$ cat config.mk
export PLATFORM = sky130hd
export DESIGN_NAME = ascii_scroll_ctrl
export DESIGN_NICKNAME = d
export VERILOG_FILES = /design/src/rtl/ascii_disp_pkg.sv /design/src/rtl/ascii_mux_timer.sv /design/src/rtl/ascii_scroll_ctrl.sv
export SDC_FILE = /design/constraint.sdc
export NUM_CORES = 1
export LEC_CHECK = 0
export BUFFER_PORTS_ARGS = -buffer_cell sky130_fd_sc_hd__buf_2
export CORE_MARGIN = 4
export CORE_UTILIZATION = 25
export DETAILED_ROUTE_END_ITERATION = 6
export PLACE_DENSITY = 0.47
export SLEW_MARGIN = 10
export SYNTH_ARGS = -nofsm -noshare
export SYNTH_HDL_FRONTEND = slang
export SYNTH_SLANG_ARGS = --single-unit
export TNS_END_PERCENT = 100
$ cat constraint.sdc
create_clock -name clk -period 6.6 [get_ports clk]
set_clock_uncertainty 0.15 [all_clocks]
set_input_delay 0.66 -clock clk [delete_from_list [all_inputs] [get_ports clk]]
set_output_delay 0.66 -clock clk [all_outputs]
set_load 0.02 [all_outputs]
$ cat src/rtl/ascii_disp_pkg.sv
// Shared definitions for the ASCII scrolling display controller.
// Optional feature macro: ASCII_SCROLL_PAUSE_EN (adds the PAUSE state).
package ascii_disp_pkg;

   localparam logic [6:0] ASCII_SPACE = 7'h20;

   localparam int DEF_DIGITS  = 4;
   localparam int DEF_DEPTH   = 16;
   localparam int DEF_MUX_DIV = 1024;

   typedef enum logic [1:0] {
      IDLE  = 2'd0,
      RUN   = 2'd1
`ifdef ASCII_SCROLL_PAUSE_EN
      ,PAUSE = 2'd2
`endif
   } state_t;

   // Counter width able to hold 0..n-1, never narrower than one bit.
   function automatic int cnt_w(input int n);
      return (n > 1) ? $clog2(n) : 1;
   endfunction

endpackage

$ cat src/rtl/ascii_mux_timer.sv
// Digit-multiplex timing: slot counter (0..MUX_DIV-1) and digit index.
// A frame is DIGITS slots. Not affected by ASCII_SCROLL_PAUSE_EN.
module ascii_mux_timer
   import ascii_disp_pkg::*;
#(
   parameter int DIGITS  = DEF_DIGITS,
   parameter int MUX_DIV = DEF_MUX_DIV
) (
   input  logic                       clk,
   input  logic                       rst,
   input  logic                       run,
   input  logic                       clr,
   output logic                       slot_tick,
   output logic                       frame_tick,
   output logic [cnt_w(DIGITS)-1:0]   digit
);

   localparam int SW = cnt_w(MUX_DIV);
   localparam int DW = cnt_w(DIGITS);

   logic [SW-1:0] slot_cnt_q;
   logic [DW-1:0] digit_q;

   assign slot_tick  = run && (slot_cnt_q == SW'(MUX_DIV - 1));
   assign frame_tick = slot_tick && (digit_q == DW'(DIGITS - 1));
   assign digit      = digit_q;

   // Slot counter and digit index; synchronous clear has priority over counting.
   always_ff @(posedge clk or posedge rst) begin
      if (rst) begin
         slot_cnt_q <= '0;
         digit_q    <= '0;
      end else if (clr) begin
         slot_cnt_q <= '0;
         digit_q    <= '0;
      end else if (slot_tick) begin
         slot_cnt_q <= '0;
         digit_q    <= frame_tick ? '0 : digit_q + DW'(1);
      end else if (run) begin
         slot_cnt_q <= slot_cnt_q + SW'(1);
      end
   end

endmodule

$ cat src/rtl/ascii_scroll_ctrl.sv
// Scrolling ASCII message controller for a multiplexed 7-segment display.
// Optional feature macro: ASCII_SCROLL_PAUSE_EN (hold window at pos 0 after each wrap).
module ascii_scroll_ctrl
   import ascii_disp_pkg::*;
#(
   parameter int DIGITS  = DEF_DIGITS,
   parameter int DEPTH   = DEF_DEPTH,
   parameter int MUX_DIV = DEF_MUX_DIV
) (
   input  logic                       clk,
   input  logic                       rst,
   input  logic                       wr_en,
   input  logic [$clog2(DEPTH)-1:0]   wr_addr,
   input  logic [6:0]                 wr_data,
   input  logic [$clog2(DEPTH):0]     msg_len,
   input  logic [7:0]                 scroll_div,
   input  logic                       start,
   input  logic                       stop,
   output logic [6:0]                 char_out,
   output logic [DIGITS-1:0]          dig_sel,
   output logic                       busy,
   output logic                       wrap
);

   localparam int AW = $clog2(DEPTH);
   localparam int LW = AW + 1;
   localparam int DW = cnt_w(DIGITS);

   state_t          state_q, state_n;
   logic [6:0]      msg_buf [DEPTH];
   logic [LW-1:0]   len_q;
   logic [AW-1:0]   pos_q;
   logic [7:0]      frame_cnt_q;
   logic            load_q;
   logic            slot_tick, frame_tick;
   logic [DW-1:0]   digit;
   logic            scrolling, step, pos_wrap, tmr_clr;
   logic [LW-1:0]   sum;
   logic [AW-1:0]   rd_idx;
   logic [6:0]      win_char;

   assign busy      = (state_q != IDLE);
   assign scrolling = (len_q > LW'(DIGITS));
   assign step      = frame_tick && (frame_cnt_q == scroll_div);
   assign pos_wrap  = (state_q == RUN) && scrolling && step &&
                      ({1'b0, pos_q} == len_q - LW'(1));
   assign tmr_clr   = (state_q == IDLE) || start || stop;

   ascii_mux_timer #(
      .DIGITS  (DIGITS),
      .MUX_DIV (MUX_DIV)
   ) u_timer (
      .clk        (clk),
      .rst        (rst),
      .run        (busy),
      .clr        (tmr_clr),
      .slot_tick  (slot_tick),
      .frame_tick (frame_tick),
      .digit      (digit)
   );

   // Message buffer: writable in any state, cleared to spaces on reset.
   always_ff @(posedge clk or posedge rst) begin
      if (rst) begin
         for (int unsigned i = 0; i < DEPTH; i++) msg_buf[i] <= ASCII_SPACE;
      end else if (wr_en) begin
         msg_buf[wr_addr] <= wr_data;
      end
   end

   // State register.
   always_ff @(posedge clk or posedge rst) begin
      if (rst) state_q <= IDLE;
      else     state_q <= state_n;
   end

   // Next-state logic: stop beats start; start with empty message idles.
   always_comb begin
      state_n = state_q;
      if (stop)
         state_n = IDLE;
      else if (start)
         state_n = (msg_len != '0) ? RUN : IDLE;
`ifdef ASCII_SCROLL_PAUSE_EN
      else if (pos_wrap)
         state_n = PAUSE;
      else if ((state_q == PAUSE) && step)
         state_n = RUN;
`endif
   end

   // Scroll position, frame counter, wrap pulse and slot-load strobe.
   // load_q marks the first cycle of each slot, so outputs follow one clock later.
   always_ff @(posedge clk or posedge rst) begin
      if (rst) begin
         len_q       <= '0;
         pos_q       <= '0;
         frame_cnt_q <= '0;
         wrap        <= 1'b0;
         load_q      <= 1'b0;
      end else begin
         wrap   <= pos_wrap && !start && !stop;
         load_q <= (state_n != IDLE) && (slot_tick || start);
         if (state_n == IDLE) begin
            pos_q       <= '0;
            frame_cnt_q <= '0;
         end else if (start) begin
            len_q       <= msg_len;
            pos_q       <= '0;
            frame_cnt_q <= '0;
         end else if (frame_tick) begin
            frame_cnt_q <= step ? '0 : frame_cnt_q + 8'd1;
            if ((state_q == RUN) && scrolling && step)
               pos_q <= pos_wrap ? '0 : pos_q + AW'(1);
         end
      end
   end

   // Window lookup: circular when scrolling, else static with space padding.
   // pos < len and digit < len when scrolling, so one subtraction suffices.
   always_comb begin
      sum      = {1'b0, pos_q} + LW'(digit);
      rd_idx   = AW'((sum >= len_q) ? sum - len_q : sum);
      win_char = (scrolling || (LW'(digit) < len_q)) ? msg_buf[rd_idx] : ASCII_SPACE;
   end

   // Registered display outputs, blanked whenever the block is (or is going) idle.
   always_ff @(posedge clk or posedge rst) begin
      if (rst) begin
         char_out <= ASCII_SPACE;
         dig_sel  <= '0;
      end else if (state_n == IDLE) begin
         char_out <= ASCII_SPACE;
         dig_sel  <= '0;
      end else if (load_q) begin
         char_out <= win_char;
         dig_sel  <= DIGITS'(1) << digit;
      end
   end

endmodule

==> summary.txt <==
period utilization -> 0.641
n_diodes -> 0
vias per inst -> 4.67
Worst Tran Pin Value -> 1.12 ns
clk_lat worst skew -> 0.43 ns
layout cells sized above 1 -> 0.310
# clock sinks -> 156
gr ovfl total -> 0
top post-synthesis cells by area -> dfrtp_1 (44%), mux2_2 (17%), mux2i_1 (5.7%), dfstp_2 (5.6%), nand2_1 (2.8%)
commonest non-fill, non-tap cell in the layout -> dfrtp_1
Buffers on Ports -> 41
Residual DRC -> 0
f_max -> 236 MHz
DIE WIDTH -> 186 um
total routed wirelength -> 19100 um
GR Util All Layers -> 0.114
via count -> 5233
post-synth top area share -> 0.439
crit path launch type -> flip-flop
maximum vdd drop -> 0.000197 V
Cell Area, Synth -> 7930 um^2
Hold Fails Final Rpt -> 0
Post-CTS Resized -> 0
worst path required time -> 6.81 ns
RR Startpoint -> pos_q[0]
area occupied by multi-input gates -> 3770 um^2
Worst Setup End Kind -> flip-flop
GP Congestion -> 0.754
crit path max-delay cell type -> and2_1
Final Slew Violations -> 0
PD cells -> 298 nW/um^2
Register Area -> 3930 um^2
die height -> 186 um
YS warnings -> 0
max-cap check violation count -> 0
FF-to-FF End -> char_out[1]
largest net degree at the start of global routing -> 105
top_reg_cell synth -> dfrtp_1
1st-pass router iterations -> 4
leading area contributor after synthesis -> dfrtp_1
Die ar. -> 34600 um^2
hpwl dp -> 12900 um
Clk pin slew, worst setup/hold paths -> 0.07 ns
postcts setup bufs -> 0
vias in the first global route -> 5356
Yosys cell types -> 56
antenna violations before repair -> 0
Ports -> 42
leakage -> 3.94 nW
area grow syn2layout -> 15.2%
# fillers -> 3239
first-pass GRT wire length -> 30600 um
Synthesized Nets -> 733
initial drt markers -> 247
worst-case reg-to-reg path depth -> 12
Slew HR -> 0.247
Worst EP arrival -> 4.44 ns
RSZ-0062 raised after global routing -> false
DP Worst Slack -> 2.34 ns
core outline area -> 30900 um^2
CP max FO -> 24
Cell Chain, Critical Path -> ha_1, fa_1, xor2_2, ha_1, nand4_1, o21bai_1, or3b_1, and2_1, mux2i_1, a221oi_1, o21ai_1, nand4_1
Root Buffer -> clkbuf_16
status -> finished clean
Seq/Total Area, Yosys -> 0.495
CTS Buf Count -> 17
#FFs+latches synth -> 156
CTS tree -> done
ys async rst share -> 1.00
Avg Cell Area, Syn -> 11.6 um^2
setup_tns -> 0 ns
Final #Nets -> 760
EDFF count, synth -> 0
Setup-failing EPs final -> 0
min-delay worst type -> in2async
CTS Hold Bufs -> 0
Core Rows -> 64
H-tree depth -> 4
clock buffer depth -> 2
Final ANT Viol Nets -> 0
cell count after synthesis -> 685
flop2flop setup slack -> 2.37 ns
Crit Path Category -> reg2reg
final worst slack -> 2.37 ns
DR WL/cell -> 17.0 um
leading cell types in the layout, fill and taps excluded -> dfrtp_1 (139), mux2_2 (118), nand2_1 (59)
CP max stage delay -> 0.82 ns
initial core utilization -> 0.257
post-route minimum period -> 4.23 ns
-- worst max-delay path by stage --
stage                       end      from  cells after the start  slack, ns
finish              char_out[1]  pos_q[0]                     12       2.37
detailed placement  char_out[1]  pos_q[0]                     12       2.34
CTS                 char_out[1]  pos_q[0]                     12       2.32
global route        char_out[1]  pos_q[0]                     12       1.92
global placement    char_out[1]  pos_q[0]                     12       2.41
floorplan           char_out[0]       rst                      1       1.61
-- worst max-delay path, delay by kind of cell (launching register included) --
family                     cells  cell delay, ns
AOI/OAI and AO/OA              3            0.75
xor gates and xnor gates       1            0.20
adders and majority gates      3            1.05
DFF                            1            0.45
muxes                          1            0.17
and+or+nand+nor                4            1.37
-- final cells by class --
class,instances,area share
Tap cell,396,0.0542
Clock buffer,18,0.0481
Multi-Input combinational cell,478,0.413
Sequential cell,156,0.430
Clock inverter,14,0.0227
Inverter,14,0.00630
Timing Repair Buffer,45,0.0258
-- power breakdown --
group / total [mW] / internal [mW] / leakage (nW) / switching, mW
Clock: 1.09 / 0.655 / 0.321 / 0.435
Sequential: 1.23 / 1.14 / 1.94 / 0.0929
Combinational: 0.402 / 0.214 / 1.67 / 0.188
-- per-layer routing --
metal | share of wire | track usage | vias to the layer above
li1 | - | - | 2481
met2 | 0.44 | 0.178 | 86
met5 | 0 | 0 | -
met1 | 0.52 | 0.163 | 2657
met4 | 0.0086 | 0.0280 | 0
met3 | 0.030 | 0.0260 | 9
-- registers in the layout, summed over array words and instances (netlist names) --
name	flops
u_timer.slot_cnt_q	10
u_timer.digit	2
frame_cnt_q	8
wrap	1
load_q	1
state_q	2
msg_buf	112
len_q	5
pos_q	4
char_out	7
dig_sel	4
-- through the flow --
stage	instances	hold slack (ns)	cell area [um^2]	power (mW)	util
after global routing	1121	0.308	9130	2.86	0.295
after global placement	1089	0.337	8490	1.65	0.275
after CTS	1121	0.301	9130	2.76	0.295
final	1121	0.303	9130	2.72	0.295
after floorplan	685	0.324	7930	1.55	-
after detailed placement	1089	0.342	8490	1.66	0.275
-- cells by family (layout without fill, tap and decap cells) --
family | Yosys count | count (layout) | share of synthesized area
mux | 163 | 163 | 0.224
buf+inv | 51 | 91 | 0.0297
flops | 156 | 156 | 0.495
fa+ha+maj | 19 | 19 | 0.0319
simple gates | 180 | 180 | 0.113
xor+xnor | 28 | 28 | 0.0319
compound gates | 88 | 88 | 0.0745
-- cells in the mapped netlist (2+ instances only) --
cell	number
or2_1	2
and2_1	2
nand3b_1	3
o2111ai_1	2
nand4_1	12
mux2_2	118
clkbuf_1	20
and4_1	2
nand3_1	20
a21oi_1	24
a211oi_1	12
o21a_1	3
a21o_1	2
or3b_1	2
nand2b_1	7
a21boi_2	2
buf_2	11
nor2_1	46
dfrtp_1	139
mux2i_1	45
fa_1	2
inv_1	13
a22oi_1	2
nor3b_1	3
dfstp_2	17
a221oi_1	6
xnor2_1	16
nor2b_1	3
o21ai_0	7
nor3_1	4
a21boi_0	6
buf_4	2
xor2_1	11
or3_1	5
o21ai_1	14
ha_1	17
buf_6	3
nand2_1	59
and3_1	4
Power figures use the tool's default switching activity.
